$ cat src/rtl/mem_port_arbiter_if.sv
// Handshake bundle around the shared core memory port: IFU and LSU requester
// channels plus the memory-side request/response channel.
interface mem_port_arbiter_if #(
  parameter int ADDR_W = 32,
  parameter int DATA_W = 32
);
  logic                ifu_req_valid;
  logic                ifu_req_ready;
  logic [ADDR_W-1:0]   ifu_addr;
  logic                ifu_resp_valid;
  logic [DATA_W-1:0]   ifu_rdata;
  logic                ifu_resp_err;

  logic                lsu_req_valid;
  logic                lsu_req_ready;
  logic [ADDR_W-1:0]   lsu_addr;
  logic                lsu_wen;
  logic [DATA_W-1:0]   lsu_wdata;
  logic [DATA_W/8-1:0] lsu_wmask;
  logic                lsu_resp_valid;
  logic [DATA_W-1:0]   lsu_rdata;
  logic                lsu_resp_err;

  logic                mem_req_valid;
  logic                mem_req_ready;
  logic [ADDR_W-1:0]   mem_addr;
  logic                mem_wen;
  logic [DATA_W-1:0]   mem_wdata;
  logic [DATA_W/8-1:0] mem_wmask;
  logic                mem_resp_valid;
  logic [DATA_W-1:0]   mem_rdata;
  logic                mem_resp_err;

  // Arbiter view: serves the requesters, masters the memory port.
  modport master (
    input  ifu_req_valid, ifu_addr,
    output ifu_req_ready, ifu_resp_valid, ifu_rdata, ifu_resp_err,
    input  lsu_req_valid, lsu_addr, lsu_wen, lsu_wdata, lsu_wmask,
    output lsu_req_ready, lsu_resp_valid, lsu_rdata, lsu_resp_err,
    output mem_req_valid, mem_addr, mem_wen, mem_wdata, mem_wmask,
    input  mem_req_ready, mem_resp_valid, mem_rdata, mem_resp_err
  );

  // Environment view: requesters and the memory itself.
  modport slave (
    output ifu_req_valid, ifu_addr,
    input  ifu_req_ready, ifu_resp_valid, ifu_rdata, ifu_resp_err,
    output lsu_req_valid, lsu_addr, lsu_wen, lsu_wdata, lsu_wmask,
    input  lsu_req_ready, lsu_resp_valid, lsu_rdata, lsu_resp_err,
    input  mem_req_valid, mem_addr, mem_wen, mem_wdata, mem_wmask,
    output mem_req_ready, mem_resp_valid, mem_rdata, mem_resp_err
  );
endinterface

$ cat src/rtl/mem_port_arbiter.sv
// Shares the single memory port between IFU and LSU: round-robin on ties,
// one outstanding transaction, watchdog turns a hung memory into an error response.
module mem_port_arbiter #(
  parameter int ADDR_W  = 32,
  parameter int DATA_W  = 32,
  parameter int TIMEOUT = 255
) (
  input  logic                clk,
  input  logic                rst_n,
  mem_port_arbiter_if.master  bus,
  output logic                busy
);
  localparam int MASK_W = DATA_W / 8;
  localparam int CNT_W  = $clog2(TIMEOUT) + 1;

  typedef enum logic [1:0] {IDLE, REQ, RESP} state_t;
  typedef enum logic {OWN_IFU, OWN_LSU} owner_t;

  state_t              state, state_nxt;
  owner_t              owner, last_grant, winner;
  logic [ADDR_W-1:0]   addr_q;
  logic                wen_q;
  logic [DATA_W-1:0]   wdata_q;
  logic [MASK_W-1:0]   wmask_q;
  logic [CNT_W-1:0]    cnt;

  logic                ifu_ready, lsu_ready, accept;
  logic                progress, timeout, resp_fire;
  logic [DATA_W-1:0]   resp_rdata;
  logic                resp_err;

  logic                ifu_resp_valid_q, ifu_resp_err_q;
  logic [DATA_W-1:0]   ifu_rdata_q;
  logic                lsu_resp_valid_q, lsu_resp_err_q;
  logic [DATA_W-1:0]   lsu_rdata_q;

  always_comb begin
    winner = OWN_IFU;
    if (bus.ifu_req_valid && bus.lsu_req_valid)
      winner = (last_grant == OWN_IFU) ? OWN_LSU : OWN_IFU;
    else if (bus.lsu_req_valid)
      winner = OWN_LSU;
  end

  // Readies are gated by rst_n so every output reads 0 while reset is held.
  assign ifu_ready = rst_n && (state == IDLE) && bus.ifu_req_valid && (winner == OWN_IFU);
  assign lsu_ready = rst_n && (state == IDLE) && bus.lsu_req_valid && (winner == OWN_LSU);
  assign accept    = ifu_ready || lsu_ready;

  assign progress  = ((state == REQ) && bus.mem_req_ready) ||
                     ((state == RESP) && bus.mem_resp_valid);
  assign timeout   = (state != IDLE) && (cnt == CNT_W'(TIMEOUT - 1)) && !progress;
  assign resp_fire = ((state == RESP) && bus.mem_resp_valid) || timeout;

  always_comb begin
    resp_rdata = '0;
    resp_err   = 1'b1;
    if (!timeout) begin
      resp_err = bus.mem_resp_err;
      if (!((owner == OWN_LSU) && wen_q))
        resp_rdata = bus.mem_rdata;
    end
  end

  always_ff @(posedge clk or negedge rst_n) begin
    if (!rst_n) state <= IDLE;
    else        state <= state_nxt;
  end

  always_comb begin
    state_nxt = state;
    case (state)
      IDLE: if (accept) state_nxt = REQ;
      REQ:  if (bus.mem_req_ready) state_nxt = RESP;
            else if (timeout)      state_nxt = IDLE;
      RESP: if (bus.mem_resp_valid || timeout) state_nxt = IDLE;
      default: state_nxt = IDLE;
    endcase
  end

  always_ff @(posedge clk or negedge rst_n) begin
    if (!rst_n) begin
      owner            <= OWN_IFU;
      last_grant       <= OWN_IFU;
      addr_q           <= '0;
      wen_q            <= 1'b0;
      wdata_q          <= '0;
      wmask_q          <= '0;
      cnt              <= '0;
      ifu_resp_valid_q <= 1'b0;
      ifu_rdata_q      <= '0;
      ifu_resp_err_q   <= 1'b0;
      lsu_resp_valid_q <= 1'b0;
      lsu_rdata_q      <= '0;
      lsu_resp_err_q   <= 1'b0;
    end else begin
      ifu_resp_valid_q <= 1'b0;
      lsu_resp_valid_q <= 1'b0;
      if (accept) begin
        owner      <= winner;
        last_grant <= winner;
        cnt        <= '0;
        if (winner == OWN_LSU) begin
          addr_q  <= bus.lsu_addr;
          wen_q   <= bus.lsu_wen;
          wdata_q <= bus.lsu_wdata;
          wmask_q <= bus.lsu_wmask;
        end else begin
          addr_q  <= bus.ifu_addr;
          wen_q   <= 1'b0;
          wdata_q <= '0;
          wmask_q <= '0;
        end
      end else if (state != IDLE) begin
        cnt <= cnt + 1'b1;
      end
      if (resp_fire) begin
        if (owner == OWN_LSU) begin
          lsu_resp_valid_q <= 1'b1;
          lsu_rdata_q      <= resp_rdata;
          lsu_resp_err_q   <= resp_err;
        end else begin
          ifu_resp_valid_q <= 1'b1;
          ifu_rdata_q      <= resp_rdata;
          ifu_resp_err_q   <= resp_err;
        end
      end
    end
  end

  assign bus.ifu_req_ready  = ifu_ready;
  assign bus.lsu_req_ready  = lsu_ready;
  assign bus.ifu_resp_valid = ifu_resp_valid_q;
  assign bus.ifu_rdata      = ifu_rdata_q;
  assign bus.ifu_resp_err   = ifu_resp_err_q;
  assign bus.lsu_resp_valid = lsu_resp_valid_q;
  assign bus.lsu_rdata      = lsu_rdata_q;
  assign bus.lsu_resp_err   = lsu_resp_err_q;
  assign bus.mem_req_valid  = (state == REQ);
  assign bus.mem_addr       = addr_q;
  assign bus.mem_wen        = wen_q;
  assign bus.mem_wdata      = wdata_q;
  assign bus.mem_wmask      = wmask_q;
  assign busy               = (state != IDLE);
endmodule
$ cat src/flat_wrapper.sv
// flat-port wrapper written by rule: the top's interface ports become plain ports
module mem_port_arbiter_flat 
#(
  parameter int ADDR_W  = 32,
  parameter int DATA_W  = 32,
  parameter int TIMEOUT = 255
)
  (clk, rst_n, busy, bus_ifu_req_valid, bus_ifu_addr, bus_ifu_req_ready, bus_ifu_resp_valid, bus_ifu_rdata, bus_ifu_resp_err, bus_lsu_req_valid, bus_lsu_addr, bus_lsu_wen, bus_lsu_wdata, bus_lsu_wmask, bus_lsu_req_ready, bus_lsu_resp_valid, bus_lsu_rdata, bus_lsu_resp_err, bus_mem_req_valid, bus_mem_addr, bus_mem_wen, bus_mem_wdata, bus_mem_wmask, bus_mem_req_ready, bus_mem_resp_valid, bus_mem_rdata, bus_mem_resp_err);
  mem_port_arbiter_if #(.ADDR_W(ADDR_W), .DATA_W(DATA_W)) bus_i ();
  input  logic clk;
  input  logic rst_n;
  output logic busy;
  input wire logic [$bits(bus_i.ifu_req_valid)-1:0] bus_ifu_req_valid;
  input wire logic [$bits(bus_i.ifu_addr)-1:0] bus_ifu_addr;
  output wire logic [$bits(bus_i.ifu_req_ready)-1:0] bus_ifu_req_ready;
  output wire logic [$bits(bus_i.ifu_resp_valid)-1:0] bus_ifu_resp_valid;
  output wire logic [$bits(bus_i.ifu_rdata)-1:0] bus_ifu_rdata;
  output wire logic [$bits(bus_i.ifu_resp_err)-1:0] bus_ifu_resp_err;
  input wire logic [$bits(bus_i.lsu_req_valid)-1:0] bus_lsu_req_valid;
  input wire logic [$bits(bus_i.lsu_addr)-1:0] bus_lsu_addr;
  input wire logic [$bits(bus_i.lsu_wen)-1:0] bus_lsu_wen;
  input wire logic [$bits(bus_i.lsu_wdata)-1:0] bus_lsu_wdata;
  input wire logic [$bits(bus_i.lsu_wmask)-1:0] bus_lsu_wmask;
  output wire logic [$bits(bus_i.lsu_req_ready)-1:0] bus_lsu_req_ready;
  output wire logic [$bits(bus_i.lsu_resp_valid)-1:0] bus_lsu_resp_valid;
  output wire logic [$bits(bus_i.lsu_rdata)-1:0] bus_lsu_rdata;
  output wire logic [$bits(bus_i.lsu_resp_err)-1:0] bus_lsu_resp_err;
  output wire logic [$bits(bus_i.mem_req_valid)-1:0] bus_mem_req_valid;
  output wire logic [$bits(bus_i.mem_addr)-1:0] bus_mem_addr;
  output wire logic [$bits(bus_i.mem_wen)-1:0] bus_mem_wen;
  output wire logic [$bits(bus_i.mem_wdata)-1:0] bus_mem_wdata;
  output wire logic [$bits(bus_i.mem_wmask)-1:0] bus_mem_wmask;
  input wire logic [$bits(bus_i.mem_req_ready)-1:0] bus_mem_req_ready;
  input wire logic [$bits(bus_i.mem_resp_valid)-1:0] bus_mem_resp_valid;
  input wire logic [$bits(bus_i.mem_rdata)-1:0] bus_mem_rdata;
  input wire logic [$bits(bus_i.mem_resp_err)-1:0] bus_mem_resp_err;
  assign bus_i.ifu_req_valid = bus_ifu_req_valid;
  assign bus_i.ifu_addr = bus_ifu_addr;
  assign bus_ifu_req_ready = bus_i.ifu_req_ready;
  assign bus_ifu_resp_valid = bus_i.ifu_resp_valid;
  assign bus_ifu_rdata = bus_i.ifu_rdata;
  assign bus_ifu_resp_err = bus_i.ifu_resp_err;
  assign bus_i.lsu_req_valid = bus_lsu_req_valid;
  assign bus_i.lsu_addr = bus_lsu_addr;
  assign bus_i.lsu_wen = bus_lsu_wen;
  assign bus_i.lsu_wdata = bus_lsu_wdata;
  assign bus_i.lsu_wmask = bus_lsu_wmask;
  assign bus_lsu_req_ready = bus_i.lsu_req_ready;
  assign bus_lsu_resp_valid = bus_i.lsu_resp_valid;
  assign bus_lsu_rdata = bus_i.lsu_rdata;
  assign bus_lsu_resp_err = bus_i.lsu_resp_err;
  assign bus_mem_req_valid = bus_i.mem_req_valid;
  assign bus_mem_addr = bus_i.mem_addr;
  assign bus_mem_wen = bus_i.mem_wen;
  assign bus_mem_wdata = bus_i.mem_wdata;
  assign bus_mem_wmask = bus_i.mem_wmask;
  assign bus_i.mem_req_ready = bus_mem_req_ready;
  assign bus_i.mem_resp_valid = bus_mem_resp_valid;
  assign bus_i.mem_rdata = bus_mem_rdata;
  assign bus_i.mem_resp_err = bus_mem_resp_err;
  mem_port_arbiter #(.ADDR_W(ADDR_W), .DATA_W(DATA_W), .TIMEOUT(TIMEOUT)) u_core (.clk(clk), .rst_n(rst_n), .bus(bus_i), .busy(busy));
endmodule
$ cat config.mk
export PLATFORM = sky130hd
export DESIGN_NAME = mem_port_arbiter_flat
export DESIGN_NICKNAME = d
export VERILOG_FILES = /design/src/rtl/mem_port_arbiter_if.sv /design/src/rtl/mem_port_arbiter.sv /design/src/flat_wrapper.sv
export SDC_FILE = /design/constraint.sdc
export NUM_CORES = 1
export LEC_CHECK = 0
export BUFFER_PORTS_ARGS = -buffer_cell sky130_fd_sc_hd__clkbuf_2
export CORE_MARGIN = 2
export CORE_UTILIZATION = 48
export DETAILED_ROUTE_END_ITERATION = 6
export GPL_TIMING_DRIVEN = 0
export PLACE_DENSITY = 0.9
export SYNTH_ARGS = -nofsm -noshare
export SYNTH_HDL_FRONTEND = slang
export SYNTH_SLANG_ARGS = --single-unit
$ cat constraint.sdc
create_clock -name clk -period 2.1 [get_ports clk]
set_input_delay 0.21 -clock clk [delete_from_list [all_inputs] [get_ports clk]]
set_output_delay 0.21 -clock clk [all_outputs]
set_load 0.05 [all_outputs]
Word level (Yosys, flattened, before mapping):

Index checks and enable logic that the tools add are counted.

* word-level logic and storage cells: 64
* input port bits: 140
* bits in registers: 149

* bitwise gates (word level): 2
* eq/ne operators: 6
* $add $sub $neg: 1
* multiplexer cells: 20
* reduce and logical (&&, ||, !) cells: 22

Operators by type and width (number)
* $mux 32: 4
* $mux 9: 2
* $logic_and 1x1->1: 11
* $add 9x1->9 const B: 1
* $eq 9x8->1 const B: 1
* $mux 1: 8
* $mux 2: 4
* $pmux 2 s3: 1
* $logic_or 1x1->1: 4
* $mux 4: 1
* $reduce_and 2->1: 2
* $reduce_bool 2->1: 2
* $ne 3x1->1 const B: 1
* $reduce_and 3->1: 1
* $eq 2x1->1 const B: 1
* $eq 2x2->1 const B: 1
* $logic_not 2->1: 1
* $ne 2x1->1 const B: 1
* $ne 2x2->1 const B: 1
* $not 1->1: 2
* $logic_not 1->1: 1

Logic depth before layout (Yosys ltp):

Gate-level depths: netlist of run 1.

* depth in word-level cells: 8
* depth in mapped cells: 8
* gate-level depth less buffers: 6

Worst setup path after synthesis of run 1:

OpenSTA, ideal clock, no wires.

* path kind: register to output
* from: register u_core.state[1]
* to: output port bus_ifu_req_ready
* required time: 1.890 ns
* arrival: 1.487 ns
* path slack: 0.403 ns
* stages on the path, launching flop included: 5
* cell sequence: dfrtp_1 -> buf_6 -> nor3b_4 -> nand2_1 -> nor2_1

* word-level cells in the longest chain between the ends: 4

Ends and longest elaborated chain
* start, declared: RTL line mem_port_arbiter.sv:19 `state_t state, state_nxt;`
* start signal, assigned: RTL line mem_port_arbiter.sv:67 `else state <= state_nxt;`
* $logic_not 2->1: RTL line mem_port_arbiter.sv:46 `assign ifu_ready = rst_n && (state == IDLE) && bus.ifu_req_valid && (winner == OWN_IFU);`
* $logic_and 1x1->1 (3 in series): RTL line mem_port_arbiter.sv:46
* end, declared: RTL line flat_wrapper.sv:15 `output wire logic [$bits(bus_i.ifu_req_ready)-1:0] bus_ifu_req_ready;`

Every way passes these cells.

Worst setup path in the final report of run 1:

* from: register u_core.state[0]
* to: output port bus_ifu_req_ready

Same word-level chain as after synthesis.

==> results of run 1 <==
per-layer routing:
| layer | vias to the layer above | wire length [µm] | track usage (%) |
|---|---|---|---|
| met5 | - | 0 | 0 |
| met2 | 324 | 10100 | 48.19 |
| li1 | 2693 | - | - |
| met4 | 0 | 588 | 11.85 |
| met3 | 43 | 1553 | 7.075 |
| met1 | 2846 | 7363 | 31.68 |
power groups by stage:
stage / sequential [µW] / clock (µW) / combinational (µW)
6_report: 4690 / 2730 / 8140
5_1_grt: 4790 / 2900 / 8620
2_1_floorplan: 8160 / 0 / 2490
3_3_place_gp: 4630 / 0 / 7890
3_5_place_dp: 4690 / 0 / 8070
4_1_cts: 4660 / 2750 / 8150
registers in the layout (all words and copies together), names as in the netlist:
signal and flops:
u_core.bus.lsu_rdata 32, u_core.bus.mem_wen 1, u_core.last_grant 1, u_core.state 2
u_core.bus.lsu_resp_valid 1, u_core.bus.lsu_resp_err 1, u_core.bus.mem_wmask 4, u_core.bus.mem_addr 32
u_core.bus.mem_wdata 32, u_core.cnt 9, u_core.bus.ifu_rdata 32, u_core.bus.ifu_resp_err 1
u_core.bus.ifu_resp_valid 1
what timing repair did:
item / CTS / global route
cloned: 1 / 0
resized for setup: 4 / 2
pin swaps: 1 / 0
buffers inserted: 1 / 0
endpoints found under the hold margin: 87 / 77
setup endpoints to repair: 2 / 3
synthesized netlist by cell type (all sizes together):
library cell  instances  area [µm²]
xor2                  3       26.28
nand3b                1       7.510
a2bb2oi              32       280.3
a21oi                 5       25.02
dfrtp               149        3729
o2111ai               2       17.52
ha                    2       25.02
a31oi                 1       6.260
buf                  34       284.0
clkbuf               10       37.54
and2                  3       21.27
o21ai               100       504.2
or3                   2       12.51
mux2i                32       320.3
nand2                38       142.6
o41ai                 1       8.760
o21a                  2       15.01
nor3b                 1       18.77
and4b                 1       10.01
a22o                 38       332.8
nor2                 12       45.04
xnor2                 3       26.28
a21o                  1       7.510
a211oi                1       7.510
or2                   1       6.260
a22oi                33       252.7
nor3                  4       20.02
a21boi                1       7.510
inv                  69       259.0
nand4b                2       17.52
o22ai                 1       6.260
and4                  1       8.760
logic make-up (layout without fill, tap and decap cells):
kind of cell	after synthesis	after routing	synth area share (%)
AOI/OAI and AO/OA	218	218	22.68
DFF	149	149	57.46
buffers and inverters	113	436	8.947
and+or+nand+nor	66	66	4.782
muxes	32	32	4.936
xor gates and xnor gates	6	6	0.8100
adders and majority gates	2	2	0.3856
path summary, 6_finish.rpt:
path | start | end
hold / removal | rst_n | u_core.bus.ifu_rdata[25]
hold reg to reg | u_core.bus.mem_addr[29] | u_core.bus.mem_addr[29]
min in group clk | bus_lsu_wdata[29] | u_core.bus.mem_wdata[29]
setup reg to reg | u_core.cnt[0] | u_core.bus.ifu_rdata[14]
max in group asynchronous | rst_n | u_core.bus.lsu_resp_valid
setup / recovery | u_core.state[0] | bus_ifu_req_ready
cell usage in the layout, fill, tap and decap left out, types with 8 or more instances in the layout:
| cell | count |
|---|---|
| a22oi_1 | 32 |
| mux2i_1 | 32 |
| clkbuf_2 | 277 |
| nand2_1 | 38 |
| clkbuf_16 | 18 |
| inv_1 | 69 |
| o21ai_0 | 62 |
| buf_6 | 16 |
| buf_4 | 8 |
| nor2_1 | 12 |
| buf_2 | 10 |
| dfrtp_1 | 149 |
| clkbuf_1 | 10 |
| a2bb2oi_1 | 32 |
| o21ai_1 | 37 |
| a22o_1 | 38 |
| dlygate4sd3_1 | 10 |
through the flow:
stage                     setup slack (ns)  utilization [%]  area [µm²]  std cells
final                               0.1401            66.68        8830       1085
after detailed placement           -0.4405            61.52        8147       1043
after global routing               0.01767            66.68        8830       1085
after global placement              -2.453            61.24        8110       1042
after CTS                          0.03734            66.71        8835       1086
after floorplan                     0.4033                -        6489        586
final cells by class:
cell class / instances / area (µm²) / share of cell area [%]
flip-flops and latches: 149 / 3729 / 42.23
clock inverters: 12 / 82.58 / 0.9352
repair buffers: 293 / 1598 / 18.10
inverters: 69 / 259.0 / 2.933
plain buffers: 43 / 319.1 / 3.613
multi-input cells: 324 / 2180 / 24.68
well taps: 176 / 220.2 / 2.494
clock buffers: 19 / 442.9 / 5.016
worst max-delay path: stages (launching register included):
cell and delay [ns]:
dfrtp_1 0.36, buf_2 0.17, nor3b_4 0.23, buf_4 0.17, nand2_1 0.05, nor2_1 0.07, buf_2 0.27
==> flow_summary.json, run 1 <==
{
  "maxCapViolCount": 0,
  "portBuffers": 280,
  "antenna_found_initial": 0,
  "vias": 5906,
  "grt_pass1_vias": 5892,
  "pwr-share-comb_pct": 52.3,
  "maxSlewHeadroom_pct": 60.73,
  "p_switching_uw": 7840,
  "rows": 42,
  "clockPowerShare_pct": 17.6,
  "timing.hold.ws_ns": -0.2892,
  "p_seq_share_pct": 30.1,
  "yosysUniqueCellTypes": 39,
  "drv_slew": 0,
  "nFillCells": 1011,
  "yosysWarnings": 0,
  "grt_pass1_wl_mm": 30.62,
  "diodes": 0,
  "cts.sinks": 149,
  "hold_buffers": 10,
  "internal_power_uw": 7719,
  "io_pins": 281,
  "p_leak_uw": 0.004790,
  "area_delta_synth_final_pct": 36.08,
  "worst_skew_pair.late_latency_ns": 0.43,
  "syn_inst": 586,
  "p_per_area_mw_per_mm2": 1762,
  "grt.total_usage_pct": 27.43,
  "grt_max_degree": 80,
  "netlist_area_mm2": 0.006489,
  "worstPathArrival_ns": 1.75,
  "hp-class": "primary input to asynchronous set/reset pin",
  "final_nets": 1039,
  "setup_viol": 0,
  "totalPowerFinal_uw": 15560,
  "start_util_pct": 49.00,
  "vias_per_cell": 5.443,
  "switching_share_pct": 50.39,
  "synth_seq_cells": 149,
  "fin_tns_setup_ns": 0,
  "clock_tree.buffer_depth": 2,
  "r2r_cells": 7,
  "clockRootBuffer": "clkbuf_16",
  "ff2ff_setup_slack_ns": 0.18,
  "die_x_um": 120.3,
  "overflow": 0,
  "start_kind": "flip-flop",
  "gp_congestion": 0.8473,
  "core_mm2": 0.01324,
  "cp-end-kind": "primary output",
  "wl_per_cell_um": 18.07,
  "violations": "hold timing",
  "drive_gt1_share_pct": 38.50,
  "dieHeight_um": 120.3,
  "required_ns": 1.89,
  "period_needed_ns": 1.960,
  "cts_made_buffers": 17,
  "die_area_mm2": 0.01446,
  "cts_tree": "done",
  "drt_iter0_drc": 446,
  "firstDrtPassIters": 5,
  "clkSlewWorstSetupHoldPaths_ns": 0.06,
  "finalHoldViolCount": 77,
  "rsz0062_at_grt": "false",
  "ys_seq_area_share_pct": 57.46,
  "postRouteAntennaNets": 0,
  "outcome": "finished, violations left",
  "peakVddDrop_mv": 1.025,
  "drc": 0,
  "post-route-period-util_pct": 93.33,
  "syn_nets": 728,
  "routed_wl_mm": 19.61,
  "finalClockSkew_ns": 0.01105,
  "fmax_mhz": 510.2,
  "critPathKind": "flip-flop to primary output",
  "hpwl_mm": 14.31,
  "synth.avg_cell_area_um2": 11.07,
  "worst_pin_slew_ns": 0.5891,
  "h-tree-depth": 4,
  "crit_fanout": 9
}
Note: power is estimated with default switching activity, not from simulation.
==> run 2: changes to the inputs <==
--- a/config.mk
+++ b/config.mk
@@ -6,8 +6,10 @@
 export NUM_CORES = 1
 export LEC_CHECK = 0
 export BUFFER_PORTS_ARGS = -buffer_cell sky130_fd_sc_hd__clkbuf_2
+export CELL_PAD_IN_SITES_DETAIL_PLACEMENT = 1
+export CELL_PAD_IN_SITES_GLOBAL_PLACEMENT = 1
 export CORE_MARGIN = 2
-export CORE_UTILIZATION = 48
+export CORE_UTILIZATION = 36
 export DETAILED_ROUTE_END_ITERATION = 6
 export GPL_TIMING_DRIVEN = 0
 export PLACE_DENSITY = 0.9
==> run 2 against run 1 <==
The flow now finishes without violations. Clock skew rose by 0.0018 ns. Fmax fell by 1.9%. Count of clock-buffer cells in the layout did not move. Global-route usage fell by 1.6 points. Register-to-register slack barely moved. Critical path type unchanged. Critical endpoint unchanged. Highest routed layer unchanged.
==> flow_summary.json, run 2 (synthesis results as in run 1) <==
{
  "overflow": 0,
  "cp_cell_sequence": "buf_2, nor3b_4, buf_4, nand2_1, nor2_1, buf_2",
  "worst_pin_slew_ns": 0.7253,
  "cts.sinks": 149,
  "drc": 0,
  "hold_depth": 2,
  "die_area_mm2": 0.01911,
  "cp-end-kind": "primary output",
  "drv_slew": 0,
  "grt_pass1_vias": 6715,
  "r2r_end": "u_core.bus.lsu_rdata[25]",
  "hpwl_mm": 17.48,
  "critPathKind": "flip-flop to primary output",
  "firstDrtPassIters": 4,
  "postRouteAntennaNets": 0,
  "layout_commonest_cell": "clkbuf_2",
  "crit_family": "buffers and inverters",
  "setup_viol": 0,
  "gp_congestion": 0.8111,
  "grt.total_usage_pct": 25.79,
  "start_util_pct": 36.37,
  "r2r_cells": 6,
  "cts_tree": "done",
  "start_kind": "flip-flop",
  "fmax_mhz": 500.4,
  "cts_made_buffers": 17,
  "dieHeight_um": 138.3,
  "finalHoldViolCount": 0,
  "portBuffers": 280,
  "clock_tree.buffer_depth": 2,
  "p_leak_uw": 0.004898,
  "finalClockSkew_ns": 0.01287,
  "worst_path_max_delay_cell": "dfrtp_1",
  "final_core_utilization_pct": 51.24,
  "clockRootBuffer": "clkbuf_16",
  "core_mm2": 0.01784,
  "worstHoldEndpoint": "u_core.bus.mem_wdata[28]",
  "timing.hold.ws_ns": 0.008919,
  "rows": 49,
  "p_per_area_mw_per_mm2": 1768,
  "final_nets": 1051,
  "clkSlewWorstSetupHoldPaths_ns": 0.07,
  "slowest_delay_ns": 0.35,
  "post-route-period-util_pct": 95.17,
  "maxCapViolCount": 0,
  "routed_wl_mm": 24.32,
  "required_ns": 1.89,
  "place_inst": 1096,
  "grt_pass1_wl_mm": 38.52,
  "final_cells": 1152,
  "placed_area_mm2": 0.008213,
  "io_pins": 281,
  "hp-class": "primary input to flip-flop",
  "path_buf_inv": 3,
  "area_delta_synth_final_pct": 40.88,
  "r2r_start": "u_core.last_grant",
  "critPathMostFrequentCell": "buf_2",
  "ff2ff_setup_slack_ns": 0.18,
  "rsz0062_at_grt": "false",
  "nFillCells": 2044,
  "outcome": "completed",
  "maxSlewHeadroom_pct": 51.65,
  "worst_skew_pair.late_latency_ns": 0.43,
  "final_cell_area_mm2": 0.009141,
  "wl_per_cell_um": 21.11,
  "worstPathArrival_ns": 1.79,
  "h-tree-depth": 4,
  "grt_max_degree": 52,
  "layout_common_cells": "clkbuf_2 (278), dfrtp_1 (149), inv_1 (69), o21ai_0 (62)",
  "die_x_um": 138.3,
  "drive_gt1_share_pct": 38.61,
  "vias_per_cell": 5.294,
  "peakVddDrop_mv": 0.7754,
  "period_needed_ns": 1.999,
  "crit_fanout": 9,
  "antenna_found_initial": 0,
  "drt_iter0_drc": 234,
  "vias": 6099,
  "hp-start": "bus_lsu_wdata[28]"
}
## run 2: cell count changes in the layout (fill, tap and decap cells not counted), sizes merged
cell         before  now
buf              37   40
bufinv            0    1
clkbuf          307  308
clkinv            8    0
diode             0    1
dlygate4sd3      10   18
inv              70   78
## run 2: worst max-delay path by stage
stage / cells after the start / from / endpoint
floorplan: 4 / u_core.state[1] / bus_ifu_req_ready
global placement: 5 / rst_n / bus_lsu_req_ready
detailed placement: 6 / rst_n / bus_lsu_req_ready
CTS: 5 / u_core.state[0] / bus_lsu_req_ready
global route: 6 / u_core.state[0] / bus_ifu_req_ready
finish: 6 / u_core.state[0] / bus_ifu_req_ready
## run 2: worst reg2reg max path, cell delays in order (launching register included)
cell,delay [ns]
dfrtp_1,0.35
buf_2,0.25
nand4b_1,0.19
nor2_1,0.45
buf_2,0.37
a2bb2oi_1,0.12
o21ai_0,0.10
## run 2: cell type report
class / count / area, µm² / share of cell area [%]
plain buffers: 43 / 317.8 / 3.477
clock inverters: 13 / 136.4 / 1.492
repair buffers: 305 / 1788 / 19.56
diodes: 1 / 2.502 / 0.02737
multi-input cells: 324 / 2180 / 23.84
inverters: 69 / 259.0 / 2.833
clock buffers: 19 / 442.9 / 4.845
well taps: 229 / 286.5 / 3.134
flip-flops and latches: 149 / 3729 / 40.79
## run 2: stage by stage
stage	power (µW)	TNS, ns	setup WS, ns
floorplan	10640	0	0.4033
global placement	12640	-470.72	-2.604
detailed placement	12970	-16.28	-0.4222
CTS	16160	0	0.02401
global route	16930	0	0.005633
finish	16170	0	0.1015
## run 2: layer usage
| layer | part of all wire, % | track usage [%] | wire length (µm) | up-vias |
|---|---|---|---|---|
| li1 | - | - | - | 2710 |
| met4 | 2.8 | 10.10 | 688 | 0 |
| met2 | 52 | 46.80 | 12650 | 292 |
| met3 | 6.6 | 6.581 | 1607 | 46 |
| met5 | 0 | 0 | 0 | - |
| met1 | 39 | 29.02 | 9370 | 3051 |
## run 2: power by group
part | leakage [µW] | internal, µW | switching [µW] | total [µW]
clock | 0.000276 | 1710 | 1370 | 3080
combinational | 0.00294 | 2270 | 6110 | 8380
sequential | 0.00168 | 3940 | 759 | 4700
## run 2: timing repair
item / CTS / global route
gates resized for setup: 3 / 3
hold endpoints to repair: 64 / 0
endpoints found under the setup margin: 2 / 3
setup buffers: 1 / 0
hold buffers: 22 / 0
pin swaps: 1 / 0
cloned: 1 / 0
==> run 3: changes to the inputs <==
--- a/config.mk
+++ b/config.mk
@@ -8,11 +8,11 @@
 export BUFFER_PORTS_ARGS = -buffer_cell sky130_fd_sc_hd__clkbuf_2
 export CELL_PAD_IN_SITES_DETAIL_PLACEMENT = 1
 export CELL_PAD_IN_SITES_GLOBAL_PLACEMENT = 1
-export CORE_MARGIN = 2
 export CORE_UTILIZATION = 36
 export DETAILED_ROUTE_END_ITERATION = 6
 export GPL_TIMING_DRIVEN = 0
 export PLACE_DENSITY = 0.9
+export RECOVER_POWER = 25
 export SYNTH_ARGS = -nofsm -noshare
 export SYNTH_HDL_FRONTEND = slang
 export SYNTH_SLANG_ARGS = --single-unit
==> run 3 against run 2 <==
Power shrank 0.22%. First-iteration DRC count grew 39%. Global-route usage shrank 0.61 points. Die area shrank 2.9%. Wire length shrank 6.4%.
==> flow_summary.json, run 3 (synthesis results as in run 1) <==
{
  "layout_commonest_cell": "clkbuf_2",
  "drt_iter0_drc": 326,
  "setup_viol": 0,
  "switching_share_pct": 49.94,
  "placed_area_mm2": 0.008208,
  "final_cell_area_mm2": 0.008906,
  "clockPowerShare_pct": 19.6,
  "period_needed_ns": 2.007,
  "setup_ws_ns": 0.09314,
  "fmax_mhz": 498.3,
  "layout_common_cells": "clkbuf_2 (279), dfrtp_1 (149), inv_1 (69), o21ai_0 (62)",
  "firstDrtPassIters": 4,
  "rsz0062_at_grt": "false",
  "portBuffers": 280,
  "final_cells": 1134,
  "maxSlewHeadroom_pct": 0.3157,
  "p_seq_share_pct": 29.0,
  "p_leak_uw": 0.004799,
  "grt.total_usage_pct": 25.18,
  "cp-end-kind": "primary output",
  "grt_use_met2_pct": 45.43,
  "busiest_layer": "met2",
  "internal_power_uw": 8075,
  "dp_slack_ns": 0.01180,
  "worstHoldEndpoint": "u_core.bus.mem_wdata[24]",
  "drv_slew": 0,
  "final_nets": 1039,
  "drc": 0,
  "h-tree-depth": 4,
  "start_util_pct": 37.13,
  "routed_wl_mm": 22.75,
  "fin_tns_setup_ns": 0,
  "worst_skew_pair.late_latency_ns": 0.43,
  "final_core_utilization_pct": 50.96,
  "cts_tree": "done",
  "r2r_start": "u_core.cnt[0]",
  "hpwl_mm": 16.97,
  "grt_max_degree": 92,
  "pwr-share-comb_pct": 51.4,
  "clock_tree.buffer_depth": 2,
  "io_pins": 281,
  "p_switching_uw": 8056,
  "die_area_mm2": 0.01857,
  "die_x_um": 136.3,
  "hp-class": "primary input to flip-flop",
  "clockRootBuffer": "clkbuf_16",
  "cts.sinks": 149,
  "r2r_end": "u_core.bus.ifu_rdata[20]",
  "worst_pin_slew_ns": 1.495,
  "finalHoldViolCount": 0,
  "grt_pass1_wl_mm": 35.09,
  "start_kind": "flip-flop",
  "required_ns": 1.89,
  "vias_per_cell": 5.187,
  "crit_fanout": 9,
  "critPathKind": "flip-flop to primary output",
  "maxCapViolCount": 0,
  "hold_depth": 2,
  "overflow": 0,
  "clkSlewWorstSetupHoldPaths_ns": 0.07,
  "hp-start": "bus_lsu_wdata[24]",
  "place_inst": 1092,
  "core_mm2": 0.01748,
  "rows": 48,
  "postRouteAntennaNets": 0,
  "post-route-period-util_pct": 95.56,
  "grt_pass1_vias": 6384,
  "wl_per_cell_um": 20.06,
  "worstPathArrival_ns": 1.80,
  "cts_made_buffers": 17,
  "antenna_found_initial": 0,
  "peakVddDrop_mv": 0.8909,
  "r2r_cells": 8,
  "diodes": 0,
  "p_per_area_mw_per_mm2": 1811,
  "vias": 5882,
  "ff2ff_setup_slack_ns": 0.16,
  "area_delta_synth_final_pct": 37.25,
  "finalClockSkew_ns": 0.007210,
  "met1_usage_pct": 28.28,
  "outcome": "completed",
  "nFillCells": 2020,
  "drive_gt1_share_pct": 38.61,
  "gp_congestion": 0.8135,
  "grtUsageMet3_pct": 6.935,
  "dieHeight_um": 136.3
}
## run 3: cell types whose count changed in the layout (fill, tap and decap cells not counted), moves of 2 or more
cell,before,now
buf_16,5,0
bufinv_16,1,3
clkinv_2,0,3
clkinv_4,0,3
dlygate4sd3_1,18,10
inv_6,7,1
inv_8,2,0
## run 3: worst max-delay path, cell delays in order, from the launching register on
cell,delay (ns)
dfrtp_1,0.36
buf_2,0.17
nor3b_4,0.25
buf_4,0.19
nand2_1,0.05
nor2_1,0.07
buf_2,0.27
## run 3: worst max path at each step
stage	from	end	slack, ns	depth (start not counted)
2_1_floorplan	u_core.state[1]	bus_ifu_req_ready	0.40	4
5_1_grt	u_core.cnt[0]	u_core.bus.ifu_rdata[20]	0.001	8
4_1_cts	u_core.state[0]	bus_ifu_req_ready	0.05	6
3_5_place_dp	rst_n	bus_lsu_req_ready	0.01	5
3_3_place_gp	rst_n	bus_lsu_req_ready	-2.57	5
6_report	u_core.state[0]	bus_ifu_req_ready	0.09	6
## run 3: power groups by stage
stage	clock network, µW	logic [µW]	registers [µW]
6_report	3160	8280	4680
5_1_grt	3310	8750	4800
4_1_cts	3190	8360	4680
3_5_place_dp	0	8270	4700
3_3_place_gp	0	8000	4640
2_1_floorplan	0	2490	8160
## run 3: metrics by stage
step           power [µW]  hold slack, ns
2_1_floorplan       10640        -0.08559
3_3_place_gp        12640          0.4334
3_5_place_dp        12970          0.2267
4_1_cts             16240       0.0006393
5_1_grt             16870        0.001505
6_report            16130         0.01653
## run 3: final cells by class
| type | count | area [µm²] | share of cell area, % |
|---|---|---|---|
| clock buffer | 19 | 442.9 | 4.973 |
| tap | 225 | 281.5 | 3.161 |
| clock inverter | 12 | 155.1 | 1.742 |
| timing repair buffer | 293 | 1539 | 17.28 |
| inverter | 69 | 259.0 | 2.908 |
| multi-input combinational | 324 | 2180 | 24.47 |
| buffer | 43 | 320.3 | 3.597 |
| sequential | 149 | 3729 | 41.87 |
## run 3: repair_timing
action                                  in CTS  in global routing
endpoints found under the hold margin       67                  0
endpoints found under the setup margin       1                  2
buffers inserted                             1                  0
pin swaps                                    1                  0
resized for setup                            3                  3
hold buffers                                11                  0
## run 3: metal layers
layer | wire length, µm | up-vias | part of all wire (%)
met4 | 494 | 0 | 2.2
li1 | - | 2673 | -
met5 | 0 | - | 0
met2 | 11960 | 249 | 53
met1 | 8570 | 2925 | 38
met3 | 1724 | 35 | 7.6
